$ cat src/rtl/nibble_add_seq_pkg.sv
// Shared definitions for the nibble-serial adder.
//   SLICE_W   : width of the shared adder slice
//   state_t   : sequencer states
//   slice_of  : signed-overflow equation from operand and result MSBs
//   sat_pos / sat_neg : clamp values used when ADD_SAT_EN is defined
//                       (the returned value is truncated by the caller)
package add_seq_pkg;

    localparam int SLICE_W = 4;

    typedef enum logic {
        IDLE = 1'b0,
        RUN  = 1'b1
    } state_t;

    // Overflow happens only when both operands share a sign and the
    // result's sign differs from it.
    function automatic logic slice_of(input logic a_msb,
                                      input logic b_msb,
                                      input logic s_msb);
        return (a_msb == b_msb) && (s_msb != a_msb);
    endfunction

    // Largest positive w-bit two's complement value: 0 followed by all 1s.
    function automatic logic [63:0] sat_pos(input int w);
        return (64'd1 << (w - 1)) - 64'd1;
    endfunction

    // Most negative w-bit two's complement value: 1 followed by all 0s.
    function automatic logic [63:0] sat_neg(input int w);
        return 64'd1 << (w - 1);
    endfunction

endpackage

$ cat src/rtl/nibble_add_seq_add4_slice.sv
// Combinational 4-bit adder slice shared by every step of the sequencer.
//   a4, b4 : slice operands
//   ci     : carry in
//   s4     : slice sum
//   co     : carry out
module add4_slice (
    input  logic [3:0] a4,
    input  logic [3:0] b4,
    input  logic       ci,
    output logic [3:0] s4,
    output logic       co
);

    assign {co, s4} = {1'b0, a4} + {1'b0, b4} + {4'b0000, ci};

endmodule

$ cat src/rtl/nibble_add_seq.sv
// Multi-cycle WIDTH-bit adder that walks 4-bit slices LSB first through one
// shared add4_slice, chaining the carry. Results appear only on completion.
//   clk, rst        : clock, synchronous active-high reset
//   start           : request an add; accepted only while busy=0
//   a, b, cin       : operands and carry in, captured with start
//   busy            : operation in progress
//   done            : one-cycle pulse when sum/cout/of update
//   sum, cout, of   : registered result, unsigned carry, signed overflow
// Optional macro ADD_SAT_EN: clamp sum to the signed limit on overflow.
// WIDTH must be a multiple of 4 and at least 4.
module nibble_add_seq
    import add_seq_pkg::*;
#(
    parameter int WIDTH = 16
) (
    input  logic             clk,
    input  logic             rst,
    input  logic             start,
    input  logic [WIDTH-1:0] a,
    input  logic [WIDTH-1:0] b,
    input  logic             cin,
    output logic             busy,
    output logic             done,
    output logic [WIDTH-1:0] sum,
    output logic             cout,
    output logic             of
);

    localparam int NSLICE = WIDTH / SLICE_W;
    localparam int KW     = (NSLICE > 1) ? $clog2(NSLICE) : 1;

    state_t               state_q, state_d;
    logic [KW-1:0]        k_q;
    logic [WIDTH-1:0]     a_q, b_q, acc_q, acc_nxt;
    logic                 c_q;
    logic [SLICE_W-1:0]   a4, b4, s4;
    logic                 co;
    logic                 last;
    logic                 ovf;

    // Slice select and accumulator merge use constant indices only.
    always_comb begin
        a4      = '0;
        b4      = '0;
        acc_nxt = acc_q;
        for (int i = 0; i < NSLICE; i++) begin
            if (k_q == KW'(i)) begin
                a4 = a_q[i*SLICE_W +: SLICE_W];
                b4 = b_q[i*SLICE_W +: SLICE_W];
                acc_nxt[i*SLICE_W +: SLICE_W] = s4;
            end
        end
    end

    add4_slice u_slice (
        .a4 (a4),
        .b4 (b4),
        .ci (c_q),
        .s4 (s4),
        .co (co)
    );

    assign last = (k_q == KW'(NSLICE - 1));
    assign ovf  = slice_of(a_q[WIDTH-1], b_q[WIDTH-1], acc_nxt[WIDTH-1]);
    assign busy = (state_q == RUN);

    always_comb begin
        state_d = state_q;
        case (state_q)
            IDLE:    if (start) state_d = RUN;
            RUN:     if (last)  state_d = IDLE;
            default: state_d = IDLE;
        endcase
    end

    always_ff @(posedge clk) begin
        if (rst) state_q <= IDLE;
        else     state_q <= state_d;
    end

    always_ff @(posedge clk) begin
        if (rst) begin
            k_q   <= '0;
            a_q   <= '0;
            b_q   <= '0;
            c_q   <= 1'b0;
            acc_q <= '0;
            done  <= 1'b0;
            sum   <= '0;
            cout  <= 1'b0;
            of    <= 1'b0;
        end else begin
            done <= 1'b0;
            case (state_q)
                IDLE: begin
                    if (start) begin
                        a_q <= a;
                        b_q <= b;
                        c_q <= cin;
                        k_q <= '0;
                    end
                end
                RUN: begin
                    acc_q <= acc_nxt;
                    c_q   <= co;
                    k_q   <= k_q + KW'(1);
                    if (last) begin
`ifdef ADD_SAT_EN
                        if (ovf)
                            sum <= a_q[WIDTH-1] ? WIDTH'(sat_neg(WIDTH))
                                                : WIDTH'(sat_pos(WIDTH));
                        else
                            sum <= acc_nxt;
`else
                        sum <= acc_nxt;
`endif
                        cout <= co;
                        of   <= ovf;
                        done <= 1'b1;
                    end
                end
                default: ;
            endcase
        end
    end

endmodule

$ cat config.mk
export PLATFORM = sky130hd
export DESIGN_NAME = nibble_add_seq
export DESIGN_NICKNAME = d
export VERILOG_FILES = /design/src/rtl/nibble_add_seq_pkg.sv /design/src/rtl/nibble_add_seq_add4_slice.sv /design/src/rtl/nibble_add_seq.sv
export SDC_FILE = /design/constraint.sdc
export NUM_CORES = 1
export LEC_CHECK = 0
export ABC_AREA = 1
export BUFFER_PORTS_ARGS = -buffer_cell sky130_fd_sc_hd__buf_4
export CAP_MARGIN = 0
export CORE_UTILIZATION = 35
export DETAILED_ROUTE_END_ITERATION = 8
export HOLD_SLACK_MARGIN = 0.02
export SLEW_MARGIN = 0
export SYNTH_ARGS = -nofsm -noshare
export SYNTH_HDL_FRONTEND = slang
export SYNTH_SLANG_ARGS = --single-unit
$ cat constraint.sdc
create_clock -name clk -period 6.2 [get_ports clk]
set_clock_uncertainty 0.05 [all_clocks]
set_input_delay 1.86 -clock clk [delete_from_list [all_inputs] [get_ports clk]]
set_output_delay 1.86 -clock clk [all_outputs]
set_load 0.1 [all_outputs]
==> results of run 1 <==
==> state kept, by name, summed over array words and instances (netlist names) <==
name	cells
c_q	1
acc_q	13
a_q	16
cout	1
k_q	2
sum	16
b_q	16
busy	1
of	1
done	1
==> path summary, 6_finish.rpt <==
check	start	to	slack [ns]	depth (start not counted)
setup / recovery	busy$_SDFF_PP0_	busy	2.66	1
hold / removal	sum[4]$_SDFFE_PP0P_	sum[4]$_SDFFE_PP0P_	0.41	2
setup reg to reg	k_q[0]$_SDFFE_PP0P_	acc_q[6]$_SDFFE_PP0P_	2.81	14
hold reg to reg	sum[4]$_SDFFE_PP0P_	sum[4]$_SDFFE_PP0P_	0.41	2
==> per-stage QoR <==
stage | cells | utilization
2_1_floorplan | 390 | -
3_3_place_gp | 527 | 0.427
3_5_place_dp | 527 | 0.427
4_1_cts | 543 | 0.452
5_1_grt | 543 | 0.452
6_report | 543 | 0.452
==> power groups by stage <==
| stage | logic, mW | registers, mW | clock network (mW) |
|---|---|---|---|
| after floorplan | 0.115 | 0.487 | 0 |
| after global placement | 0.161 | 0.487 | 0 |
| after detailed placement | 0.164 | 0.488 | 0 |
| after CTS | 0.165 | 0.479 | 0.380 |
| after global routing | 0.187 | 0.482 | 0.400 |
| final | 0.163 | 0.478 | 0.370 |
==> layer usage <==
layer / up-vias / part of all wire / global-route usage
met3: 13 / 0.048 / 0.0585
li1: 1362 / - / -
met4: 0 / 0.020 / 0.0756
met2: 55 / 0.47 / 0.290
met5: - / 0 / 0
met1: 1140 / 0.46 / 0.202
==> cell type report <==
cell class	count	share of cell area
clock inverter	4	0.0133
sequential	68	0.382
multi-input combinational	270	0.376
clock buffer	12	0.0435
tap	102	0.0358
inverter	32	0.0337
timing repair buffer	55	0.116
==> synth_stat cells (2+ instances only) <==
| library cell | number | area [um2] |
|---|---|---|
| sky130_fd_sc_hd__ha_1 | 7 | 87.6 |
| sky130_fd_sc_hd__o211ai_1 | 5 | 37.5 |
| sky130_fd_sc_hd__nand2_2 | 2 | 12.5 |
| sky130_fd_sc_hd__nand3_1 | 15 | 75.1 |
| sky130_fd_sc_hd__a21oi_1 | 26 | 130 |
| sky130_fd_sc_hd__nor2_1 | 76 | 285 |
| sky130_fd_sc_hd__nand2_1 | 55 | 206 |
| sky130_fd_sc_hd__o21ai_1 | 24 | 120 |
| sky130_fd_sc_hd__clkbuf_1 | 6 | 22.5 |
| sky130_fd_sc_hd__dfxtp_1 | 68 | 1360 |
| sky130_fd_sc_hd__mux2i_1 | 2 | 20.0 |
| sky130_fd_sc_hd__o21ai_0 | 46 | 230 |
| sky130_fd_sc_hd__a22o_1 | 4 | 35.0 |
| sky130_fd_sc_hd__inv_1 | 26 | 97.6 |
| sky130_fd_sc_hd__inv_2 | 5 | 18.8 |
| sky130_fd_sc_hd__fa_1 | 2 | 40.0 |
| sky130_fd_sc_hd__buf_2 | 13 | 65.1 |
==> cell families (layout without fill, tap and decap cells) <==
family,count (synthesis),after routing
xor+xnor,1,1
simple gates,150,150
compound gates,108,108
mux,2,2
flops,68,68
fa+ha+maj,9,9
buf+inv,52,103
==> worst reg2reg max path, stage by stage, from the launching register on <==
cell and delay [ns]:
sky130_fd_sc_hd__dfxtp_1 0.35, sky130_fd_sc_hd__inv_1 0.09, sky130_fd_sc_hd__ha_1 0.53, sky130_fd_sc_hd__inv_1 0.34
sky130_fd_sc_hd__o21ai_0 0.23, sky130_fd_sc_hd__nand2_1 0.08, sky130_fd_sc_hd__o21ai_0 0.11, sky130_fd_sc_hd__fa_1 0.21
sky130_fd_sc_hd__inv_1 0.06, sky130_fd_sc_hd__fa_1 0.41, sky130_fd_sc_hd__xor2_1 0.40, sky130_fd_sc_hd__mux2i_1 0.21
sky130_fd_sc_hd__nand2_1 0.10, sky130_fd_sc_hd__o211ai_1 0.09, sky130_fd_sc_hd__inv_1 0.09
==> report_table.html, run 1 <==
<table>
<tr><th>Metric</th><th>Value</th></tr>
<tr><th colspan="2">Floorplanning</th></tr>
<tr><td>Die boundary width</td><td>93.4 um</td></tr>
<tr><td>DIE AREA</td><td>8720 um2</td></tr>
<tr><td>Area of the core region</td><td>7890 um2</td></tr>
<tr><td>Starting utilization of the core area</td><td>0.371</td></tr>
<tr><td>Row Count</td><td>32</td></tr>
<tr><td>Height of the chip</td><td>93.4 um</td></tr>
<tr><td>Total I/O pin count</td><td>56</td></tr>
<tr><th colspan="2">Power and ir drop</th></tr>
<tr><td>Share of total power in combinational logic</td><td>0.162</td></tr>
<tr><td>Switching share of power</td><td>0.279</td></tr>
<tr><td>Relative contribution of sequential cells to total power</td><td>0.473</td></tr>
<tr><td>Power dissipated by switching net loads</td><td>282 uW</td></tr>
<tr><td>Max IR drop VDD</td><td>0.000115 V</td></tr>
<tr><td>Lkg Pwr</td><td>1.65 nW</td></tr>
<tr><td>Final Total Pwr</td><td>1.01 mW</td></tr>
<tr><td>Internal power</td><td>730 uW</td></tr>
<tr><td>Clock group share of total power</td><td>0.366</td></tr>
<tr><td>PD cells</td><td>284 nW/um2</td></tr>
<tr><th colspan="2">Timing</th></tr>
<tr><td>FMAX</td><td>283 MHz</td></tr>
<tr><td>Final setup viols</td><td>0</td></tr>
<tr><td>Worst Slack Setup Final</td><td>2.66 ns</td></tr>
<tr><td>Final-report hold violation count</td><td>0</td></tr>
<tr><td>Fin Hold WS</td><td>0.411 ns</td></tr>
<tr><td>Crit path time final</td><td>3.54 ns</td></tr>
<tr><td>Unrepaired setup endpoints after global routing</td><td>false</td></tr>
<tr><td>Transition time at the pin with the least slew margin</td><td>1.20 ns</td></tr>
<tr><td>Total negative slack</td><td>0 ns</td></tr>
<tr><td>Post-route clock period utilization</td><td>0.571</td></tr>
<tr><td>Max-slew violations</td><td>0</td></tr>
<tr><td>Max-slew headroom</td><td>0.197</td></tr>
<tr><th colspan="2">Synth</th></tr>
<tr><td>Register area share after synthesis</td><td>0.466</td></tr>
<tr><td>Total number of yosys warnings</td><td>0</td></tr>
<tr><td>Post-synthesis share of cell area spent on and, or, nand and nor gates</td><td>0.208</td></tr>
<tr><td>Combined area of all synthesized cells</td><td>2920 um2</td></tr>
<tr><td>Number of synthesized flops with an enable pin</td><td>0</td></tr>
<tr><td>Ys async rst share</td><td>0</td></tr>
<tr><td>Synth Area in Compound Gates</td><td>0.197</td></tr>
<tr><td>Post-Syn Nets</td><td>435</td></tr>
<tr><td>Post-synthesis share of cell area spent on full adders, half adders and majority gates</td><td>0.0437</td></tr>
<tr><td>Share of the synthesized netlist area taken by xor and xnor gates</td><td>0.00300</td></tr>
<tr><td>Largest family of logic cells by synthesized area</td><td>simple AND/OR/NAND/NOR gates</td></tr>
<tr><td>Flop and latch count out of synthesis</td><td>68</td></tr>
<tr><td>Gate count after technology mapping</td><td>390</td></tr>
<tr><td>Mean cell area of the mapped netlist</td><td>7.49 um2</td></tr>
<tr><td>Post-synthesis mux area share</td><td>0.00685</td></tr>
<tr><td>Distinct cell type count of the synthesized netlist</td><td>25</td></tr>
<tr><td>Top flip-flop cell by instance count after synthesis</td><td>sky130_fd_sc_hd__dfxtp_1</td></tr>
<tr><th colspan="2">Place</th></tr>
<tr><td>Number of buffers inserted by port buffering</td><td>55</td></tr>
<tr><td>GPL Wtd Cong</td><td>0.806</td></tr>
<tr><td>Post-detail-place hpwl</td><td>4.74 mm</td></tr>
<tr><td>Placement-stage cell area</td><td>3360 um2</td></tr>
<tr><td>Setup slack after placement</td><td>2.75 ns</td></tr>
<tr><th colspan="2">Drt</th></tr>
<tr><td>Post-detailed-route DRC marker count</td><td>0</td></tr>
<tr><td>TritonRoute pass-1 iters</td><td>4</td></tr>
<tr><td>Routed wire length</td><td>6.67 mm</td></tr>
<tr><td>Remaining number of nets flagged by the antenna check after routing</td><td>0</td></tr>
<tr><td>Vias per cell</td><td>4.73</td></tr>
<tr><td>Wire length per cell after detailed routing</td><td>12.3 um</td></tr>
<tr><td>Number of DRC markers after the initial detailed-route iteration</td><td>95</td></tr>
<tr><td>Vias after detailed routing</td><td>2,570</td></tr>
<tr><th colspan="2">Outcome</th></tr>
<tr><td>Status</td><td>completed</td></tr>
<tr><th colspan="2">Final layout</th></tr>
<tr><td>Most common cell after layout, fill and taps aside</td><td>sky130_fd_sc_hd__nor2_1</td></tr>
<tr><td>Fraction of final layout cells with drive strength greater than 1</td><td>0.181</td></tr>
<tr><td>Nets@finish</td><td>481</td></tr>
<tr><td>Most frequent cells in the layout</td><td>sky130_fd_sc_hd__nor2_1 (76), sky130_fd_sc_hd__dfxtp_1 (68), sky130_fd_sc_hd__nand2_1 (55), sky130_fd_sc_hd__buf_4 (55), sky130_fd_sc_hd__o21ai_0 (46)</td></tr>
<tr><td>Flip-flop and latch area</td><td>1360 um2</td></tr>
<tr><td># fillers</td><td>819</td></tr>
<tr><td>Antenna diode count</td><td>0</td></tr>
<tr><td>Area delta synth-&gt;final</td><td>22.0%</td></tr>
<tr><td>Post-route cell area</td><td>3570 um2</td></tr>
<tr><td>Total area of multi-input combinational cells</td><td>1340 um2</td></tr>
<tr><th colspan="2">CTS</th></tr>
<tr><td>Post-CTS Hold Fix Bufs</td><td>0</td></tr>
<tr><td>CTS Sinks</td><td>68</td></tr>
<tr><td>Clock tree from TritonCTS</td><td>yes</td></tr>
<tr><td>Post-CTS Resized</td><td>0</td></tr>
<tr><td>CTS root buffer</td><td>sky130_fd_sc_hd__clkbuf_8</td></tr>
<tr><td>CTS HTree Levels</td><td>3</td></tr>
<tr><td>Clock-pin slew on the worst setup and hold paths</td><td>0.07 ns</td></tr>
<tr><td>Number of CTS-inserted buffers</td><td>9</td></tr>
<tr><td>Post-CTS Setup Repair Bufs</td><td>0</td></tr>
<tr><td>Maximum number of buffers from clock root to sink</td><td>2</td></tr>
<tr><td>Clock latency of the later-clocked register in the worst-skew pair</td><td>0.35 ns</td></tr>
<tr><th colspan="2">Critical path</th></tr>
<tr><td>Critical path's slowest cell</td><td>sky130_fd_sc_hd__dfxtp_1</td></tr>
<tr><td>Cell breakdown of the critical path</td><td>buf_4</td></tr>
<tr><td>Peak fanout along the critical path</td><td>25</td></tr>
<tr><td>Critical Path RT</td><td>4.29 ns</td></tr>
<tr><td>Endpoint kind of the worst setup timing path</td><td>primary output</td></tr>
<tr><td>Worst path max stage delay</td><td>0.86 ns</td></tr>
<tr><td>Type of the worst setup path</td><td>reg2out</td></tr>
<tr><td>Worst Setup Start Kind</td><td>flop</td></tr>
<tr><td>Kind of cell with the highest combined delay on the critical path</td><td>flip-flops</td></tr>
<tr><td>Crit path buffers/inverters</td><td>1</td></tr>
<tr><td>CP Data Arrival Time</td><td>1.63 ns</td></tr>
<tr><th colspan="2">Job</th></tr>
<tr><td>MaxCap Viol Count</td><td>0</td></tr>
<tr><th colspan="2">Global routing</th></tr>
<tr><td>Total overflow reported by the global router</td><td>0</td></tr>
<tr><td>Number of global-route vias before repair</td><td>2,472</td></tr>
<tr><td>Maximum number of pins on one net before global-route repair</td><td>40</td></tr>
<tr><td>Overall fraction of global-route tracks in use</td><td>0.174</td></tr>
<tr><td>Wire length of the first global-routing pass</td><td>11.5 mm</td></tr>
<tr><td>Antenna violations before repair</td><td>0</td></tr>
<tr><th colspan="2">Min path</th></tr>
<tr><td>Path class of the lowest-slack min-delay path</td><td>reg2reg</td></tr>
</table>
(Power assumes the default switching activity.)
==> run 2: changes to the inputs <==
ABC_AREA = 0   (was 1)
clock period = 3 ns   (was 6.2 ns; I/O delays follow)
==> report_table.html, run 2 <==
<table>
<tr><th>Metric</th><th>Value</th></tr>
<tr><th colspan="2">CTS</th></tr>
<tr><td>Maximum number of buffers from clock root to sink</td><td>2 (unchanged)</td></tr>
<tr><td>CTS HTree Levels</td><td>3 (unchanged)</td></tr>
<tr><td>Number of CTS-inserted buffers</td><td>9 (unchanged)</td></tr>
<tr><td>Clock latency of the later-clocked register in the worst-skew pair</td><td>0.35 ns (about the same)</td></tr>
<tr><td>Clock tree from TritonCTS</td><td>yes (unchanged)</td></tr>
<tr><td>Clock-pin slew on the worst setup and hold paths</td><td>0.08 ns (was 0.07 ns)</td></tr>
<tr><td>CTS Sinks</td><td>68 (unchanged)</td></tr>
<tr><td>CTS root buffer</td><td>sky130_fd_sc_hd__clkbuf_8 (unchanged)</td></tr>
<tr><th colspan="2">Synth</th></tr>
<tr><td>Gate count after technology mapping</td><td>382 (was 390)</td></tr>
<tr><td>Post-synthesis share of cell area spent on and, or, nand and nor gates</td><td>0.216 (was 0.208)</td></tr>
<tr><td>Commonest cells in the netlist</td><td>sky130_fd_sc_hd__nand2_1 (109), sky130_fd_sc_hd__dfxtp_1 (68), sky130_fd_sc_hd__a21oi_1 (57), sky130_fd_sc_hd__o21ai_0 (24), sky130_fd_sc_hd__clkbuf_1 (20) (was sky130_fd_sc_hd__nor2_1 (76), sky130_fd_sc_hd__dfxtp_1 (68), sky130_fd_sc_hd__nand2_1 (55), sky130_fd_sc_hd__o21ai_0 (46))</td></tr>
<tr><td>Most frequently used cell type in the post-synthesis netlist</td><td>sky130_fd_sc_hd__nand2_1 (was sky130_fd_sc_hd__nor2_1)</td></tr>
<tr><td>Share of the synthesized area in the top cell type</td><td>0.460 (was 0.466)</td></tr>
<tr><td>Main area contributors after synthesis</td><td>sky130_fd_sc_hd__dfxtp_1 (46%), sky130_fd_sc_hd__nand2_1 (14%), sky130_fd_sc_hd__a21oi_1 (9.6%) (was sky130_fd_sc_hd__dfxtp_1 (47%), sky130_fd_sc_hd__nor2_1 (9.8%), sky130_fd_sc_hd__o21ai_0 (7.9%))</td></tr>
<tr><td>Mean cell area of the mapped netlist</td><td>7.75 um2 (was 7.49 um2)</td></tr>
<tr><td>Total number of yosys warnings</td><td>0 (unchanged)</td></tr>
<tr><td>Flop and latch count out of synthesis</td><td>68 (unchanged)</td></tr>
<tr><td>Share of the synthesized netlist area taken by xor and xnor gates</td><td>0.00592 (was 0.00300)</td></tr>
<tr><td>Post-synthesis share of cell area spent on full adders, half adders and majority gates</td><td>0.0431 (was 0.0437)</td></tr>
<tr><td>Number of synthesized flops with an enable pin</td><td>0 (unchanged)</td></tr>
<tr><td>Largest family of logic cells by synthesized area</td><td>simple AND/OR/NAND/NOR gates (unchanged)</td></tr>
<tr><td>Combined area of all synthesized cells</td><td>2960 um2 (was 2920 um2)</td></tr>
<tr><td>Register area share after synthesis</td><td>0.460 (was 0.466)</td></tr>
<tr><td>Post-Syn Nets</td><td>427 (was 435)</td></tr>
<tr><td>Distinct cell type count of the synthesized netlist</td><td>36 (was 25)</td></tr>
<tr><td>Post-synthesis mux area share</td><td>0.0101 (was 0.00685)</td></tr>
<tr><td>Top flip-flop cell by instance count after synthesis</td><td>sky130_fd_sc_hd__dfxtp_1 (unchanged)</td></tr>
<tr><td>Ys async rst share</td><td>0 (unchanged)</td></tr>
<tr><td>Yosys top cell by area</td><td>sky130_fd_sc_hd__dfxtp_1 (unchanged)</td></tr>
<tr><td>Synth Area in Compound Gates</td><td>0.205 (was 0.197)</td></tr>
<tr><th colspan="2">Drt</th></tr>
<tr><td>Vias after detailed routing</td><td>2,591 (was 2,570)</td></tr>
<tr><td>Remaining number of nets flagged by the antenna check after routing</td><td>0 (unchanged)</td></tr>
<tr><td>TritonRoute pass-1 iters</td><td>6 (was 4)</td></tr>
<tr><td>Routed wire length</td><td>6.73 mm (was 6.67 mm)</td></tr>
<tr><td>Wire length per cell after detailed routing</td><td>12.5 um (was 12.3 um)</td></tr>
<tr><td>Number of DRC markers after the initial detailed-route iteration</td><td>78 (was 95)</td></tr>
<tr><td>Vias per cell</td><td>4.81 (was 4.73)</td></tr>
<tr><td>Post-detailed-route DRC marker count</td><td>0 (unchanged)</td></tr>
<tr><th colspan="2">Critical path</th></tr>
<tr><td>Stages on the worst setup path</td><td>16 (was 1)</td></tr>
<tr><td>Crit path buffers/inverters</td><td>4 (was 1)</td></tr>
<tr><td>Peak fanout along the critical path</td><td>7 (was 25)</td></tr>
<tr><td>Capturing point of the worst reg2reg path</td><td>sum[10]$_SDFFE_PP0P_ (was acc_q[6]$_SDFFE_PP0P_)</td></tr>
<tr><td>Worst Setup Start Kind</td><td>flop (unchanged)</td></tr>
<tr><td>Logic depth of the worst register-to-register path</td><td>16 (was 14)</td></tr>
<tr><td>R2R Path Start</td><td>k_q[1]$_SDFFE_PP0P_ (was k_q[0]$_SDFFE_PP0P_)</td></tr>
<tr><td>Type of the worst setup path</td><td>reg2reg (was reg2out)</td></tr>
<tr><td>Worst setup path endpoint</td><td>sum[10]$_SDFFE_PP0P_ (was busy)</td></tr>
<tr><td>Endpoint kind of the worst setup timing path</td><td>flop (was primary output)</td></tr>
<tr><td>Worst path max stage delay</td><td>0.40 ns (was 0.86 ns)</td></tr>
<tr><td>First element of the critical path</td><td>k_q[1]$_SDFFE_PP0P_ (was busy$_SDFF_PP0_)</td></tr>
<tr><td>Setup slack, reg-to-reg</td><td>0.23 ns (was 2.81 ns)</td></tr>
<tr><td>Critical path's most frequent cell</td><td>sky130_fd_sc_hd__a21oi_1</td></tr>
<tr><td>Cell breakdown of the critical path</td><td>inv_1 &gt; ha_2 &gt; buf_4 &gt; nand2_1 &gt; a21oi_1 &gt; a21oi_1 &gt; nor2_1 &gt; a21oi_1 &gt; fa_1 &gt; inv_1 &gt; fa_1 &gt; xnor2_1 &gt; buf_4 &gt; nand2_1 &gt; o21ai_0 &gt; o21ai_0 (was buf_4)</td></tr>
<tr><td>CP Data Arrival Time</td><td>2.95 ns (was 1.63 ns)</td></tr>
<tr><td>Critical Path RT</td><td>3.18 ns (was 4.29 ns)</td></tr>
<tr><td>Kind of cell with the highest combined delay on the critical path</td><td>adder cells (was flip-flops)</td></tr>
<tr><td>Critical path's slowest cell</td><td>sky130_fd_sc_hd__fa_1 (was sky130_fd_sc_hd__dfxtp_1)</td></tr>
<tr><th colspan="2">Timing</th></tr>
<tr><td>Worst Slack Setup Final</td><td>0.232 ns (was 2.66 ns)</td></tr>
<tr><td>Final setup viols</td><td>0 (unchanged)</td></tr>
<tr><td>Post-route clock period utilization</td><td>0.923</td></tr>
<tr><td>Transition time at the pin with the least slew margin</td><td>0.398 ns (was 1.20 ns)</td></tr>
<tr><td>Final-report hold violation count</td><td>0 (unchanged)</td></tr>
<tr><td>Crit path time final</td><td>2.77 ns</td></tr>
<tr><td>Max-slew violations</td><td>0 (unchanged)</td></tr>
<tr><td>FMAX</td><td>361 MHz</td></tr>
<tr><td>Max-slew headroom</td><td>0.735 (was 0.197)</td></tr>
<tr><th colspan="2">Final layout</th></tr>
<tr><td>Most frequent cells in the layout</td><td>sky130_fd_sc_hd__nand2_1 (109), sky130_fd_sc_hd__buf_4 (70), sky130_fd_sc_hd__dfxtp_1 (68) (was sky130_fd_sc_hd__nor2_1 (76), sky130_fd_sc_hd__dfxtp_1 (68), sky130_fd_sc_hd__nand2_1 (55), sky130_fd_sc_hd__buf_4 (55), sky130_fd_sc_hd__o21ai_0 (46))</td></tr>
<tr><td>Most common cell after layout, fill and taps aside</td><td>sky130_fd_sc_hd__nand2_1 (was sky130_fd_sc_hd__nor2_1)</td></tr>
<tr><td>Area delta synth-&gt;final</td><td>24.6% (was 22.0%)</td></tr>
<tr><td>Nets@finish</td><td>475 (was 481)</td></tr>
<tr><td>Antenna diode count</td><td>0 (unchanged)</td></tr>
<tr><td>Fraction of final layout cells with drive strength greater than 1</td><td>0.224 (was 0.181)</td></tr>
<tr><td># fillers</td><td>867 (was 819)</td></tr>
<tr><td>Post-route cell area</td><td>3690 um2 (was 3570 um2)</td></tr>
<tr><td>Largest registers ranked by flip-flop count</td><td>a_q: 16 flops, b_q: 16 flops, sum: 16 flops (unchanged)</td></tr>
<tr><th colspan="2">Place</th></tr>
<tr><td>Placement-stage cell area</td><td>3470 um2 (was 3360 um2)</td></tr>
<tr><td>Number of buffers inserted by port buffering</td><td>55 (unchanged)</td></tr>
<tr><td>Setup slack after placement</td><td>-0.0392 ns (was 2.75 ns)</td></tr>
<tr><td>Post-detail-place hpwl</td><td>4.80 mm (was 4.74 mm)</td></tr>
<tr><td>GPL Wtd Cong</td><td>0.876 (was 0.806)</td></tr>
<tr><th colspan="2">Global routing</th></tr>
<tr><td>Maximum number of pins on one net before global-route repair</td><td>38 (was 40)</td></tr>
<tr><td>Total overflow reported by the global router</td><td>0 (unchanged)</td></tr>
<tr><td>Number of global-route vias before repair</td><td>2,378 (was 2,472)</td></tr>
<tr><td>Antenna violations before repair</td><td>0 (unchanged)</td></tr>
<tr><td>Most heavily used metal layer in global routing</td><td>met2 (unchanged)</td></tr>
<tr><td>GR Layer Usage met3</td><td>0.0655 (was 0.0585)</td></tr>
<tr><td>Met2 Usage GRT</td><td>0.272 (was 0.290)</td></tr>
<tr><td>Met1 Track Usage GR</td><td>0.210 (was 0.202)</td></tr>
<tr><td>Wire length of the first global-routing pass</td><td>11.3 mm (was 11.5 mm)</td></tr>
<tr><td>Overall fraction of global-route tracks in use</td><td>0.170 (was 0.174)</td></tr>
<tr><th colspan="2">Power and ir drop</th></tr>
<tr><td>Power dissipated by switching net loads</td><td>517 uW (was 282 uW)</td></tr>
<tr><td>Share of total power in combinational logic</td><td>0.133 (was 0.162)</td></tr>
<tr><td>PD cells</td><td>526 nW/um2 (was 284 nW/um2)</td></tr>
<tr><td>Switching share of power</td><td>0.267 (was 0.279)</td></tr>
<tr><td>Max IR drop VDD</td><td>0.000278 V (was 0.000115 V)</td></tr>
<tr><td>Internal power</td><td>1.42 mW (was 730 uW)</td></tr>
<tr><td>Lkg Pwr</td><td>1.51 nW (was 1.65 nW)</td></tr>
<tr><td>Clock group share of total power</td><td>0.374 (was 0.366)</td></tr>
<tr><td>Relative contribution of sequential cells to total power</td><td>0.493 (was 0.473)</td></tr>
<tr><th colspan="2">Floorplanning</th></tr>
<tr><td>Starting utilization of the core area</td><td>0.360 (was 0.371)</td></tr>
<tr><td>Row Count</td><td>33 (was 32)</td></tr>
<tr><td>Total I/O pin count</td><td>56 (unchanged)</td></tr>
<tr><td>Die boundary width</td><td>94.0 um (was 93.4 um)</td></tr>
<tr><td>Area of the core region</td><td>8220 um2 (was 7890 um2)</td></tr>
<tr><td>DIE AREA</td><td>8830 um2 (was 8720 um2)</td></tr>
<tr><td>Height of the chip</td><td>94.0 um (was 93.4 um)</td></tr>
<tr><th colspan="2">Job</th></tr>
<tr><td>MaxCap Viol Count</td><td>0 (unchanged)</td></tr>
<tr><th colspan="2">Min path</th></tr>
<tr><td>Path class of the lowest-slack min-delay path</td><td>reg2reg (unchanged)</td></tr>
<tr><th colspan="2">Outcome</th></tr>
<tr><td>Status</td><td>completed (unchanged)</td></tr>
</table>
## run 2: worst register-to-register path, stage by stage (launching register included)
cell                      delay, ns
sky130_fd_sc_hd__dfxtp_1       0.37
sky130_fd_sc_hd__inv_1         0.09
sky130_fd_sc_hd__ha_2          0.22
sky130_fd_sc_hd__buf_4         0.17
sky130_fd_sc_hd__nand2_1       0.07
sky130_fd_sc_hd__a21oi_1       0.06
sky130_fd_sc_hd__a21oi_1       0.12
sky130_fd_sc_hd__nor2_1        0.05
sky130_fd_sc_hd__a21oi_1       0.17
sky130_fd_sc_hd__fa_1          0.24
sky130_fd_sc_hd__inv_1         0.06
sky130_fd_sc_hd__fa_1          0.40
sky130_fd_sc_hd__xnor2_1       0.18
sky130_fd_sc_hd__buf_4         0.19
sky130_fd_sc_hd__nand2_1       0.06
sky130_fd_sc_hd__o21ai_0       0.07
sky130_fd_sc_hd__o21ai_0       0.08
## run 2: cell families after synthesis
group / after synthesis
xor+xnor: 2
simple gates: 153
buf+inv: 42
compound gates: 105
fa+ha+maj: 9
mux: 3
flops: 68
## run 2: metal layers
| metal | wire length [um] | up-vias |
|---|---|---|
| met5 | 0 | - |
| li1 | - | 1371 |
| met4 | 62 | 0 |
| met3 | 310 | 7 |
| met2 | 3110 | 52 |
| met1 | 3260 | 1161 |
## run 2: how the worst min path moves through the flow
stage / cells past startpoint / from / to
2_1_floorplan: 2 / acc_q[1]$_SDFFE_PP0P_ / acc_q[1]$_SDFFE_PP0P_
3_3_place_gp: 2 / sum[12]$_SDFFE_PP0P_ / sum[12]$_SDFFE_PP0P_
3_5_place_dp: 2 / sum[10]$_SDFFE_PP0P_ / sum[10]$_SDFFE_PP0P_
4_1_cts: 2 / a_q[6]$_SDFFE_PP0P_ / a_q[6]$_SDFFE_PP0P_
5_1_grt: 2 / a_q[5]$_SDFFE_PP0P_ / a_q[5]$_SDFFE_PP0P_
6_report: 2 / sum[0]$_SDFFE_PP0P_ / sum[0]$_SDFFE_PP0P_
## run 2: cell type report
class,count,area [um2],area share
Inverter,9,33.8,0.00916
Timing Repair Buffer,70,526,0.142
Tap cell,105,131,0.0356
Clock buffer,9,124,0.0336
Clock inverter,6,66.3,0.0180
Multi-Input combinational cell,272,1450,0.392
Sequential cell,68,1360,0.369
## run 2: power groups by stage
stage	clock (mW)	combinational, mW	sequential [mW]
after floorplan	0	0.154	0.980
after global placement	0	0.246	0.978
after detailed placement	0	0.249	0.978
after CTS	0.751	0.252	0.957
after global routing	0.796	0.287	0.961
final	0.725	0.257	0.957
## run 2: through the flow
stage	hold WS, ns	setup TNS (ns)	instances	utilization	total power, mW
6_report	0.407	0	539	0.449	1.94
5_1_grt	0.432	-0.00115	539	0.449	2.04
2_1_floorplan	0.386	0	382	-	1.13
3_5_place_dp	0.398	-0.146	523	0.422	1.23
3_3_place_gp	0.388	0	523	0.422	1.22
4_1_cts	0.409	0	538	0.446	1.96
## run 2: what timing repair did
action | in CTS | in global routing
pin swaps | 0 | 1
endpoints found under the setup margin | 6 | 15
buffers inserted | 0 | 1
hold buffers | 0 | 0
gates resized for setup | 1 | 10
endpoints found under the hold margin | 0 | 0
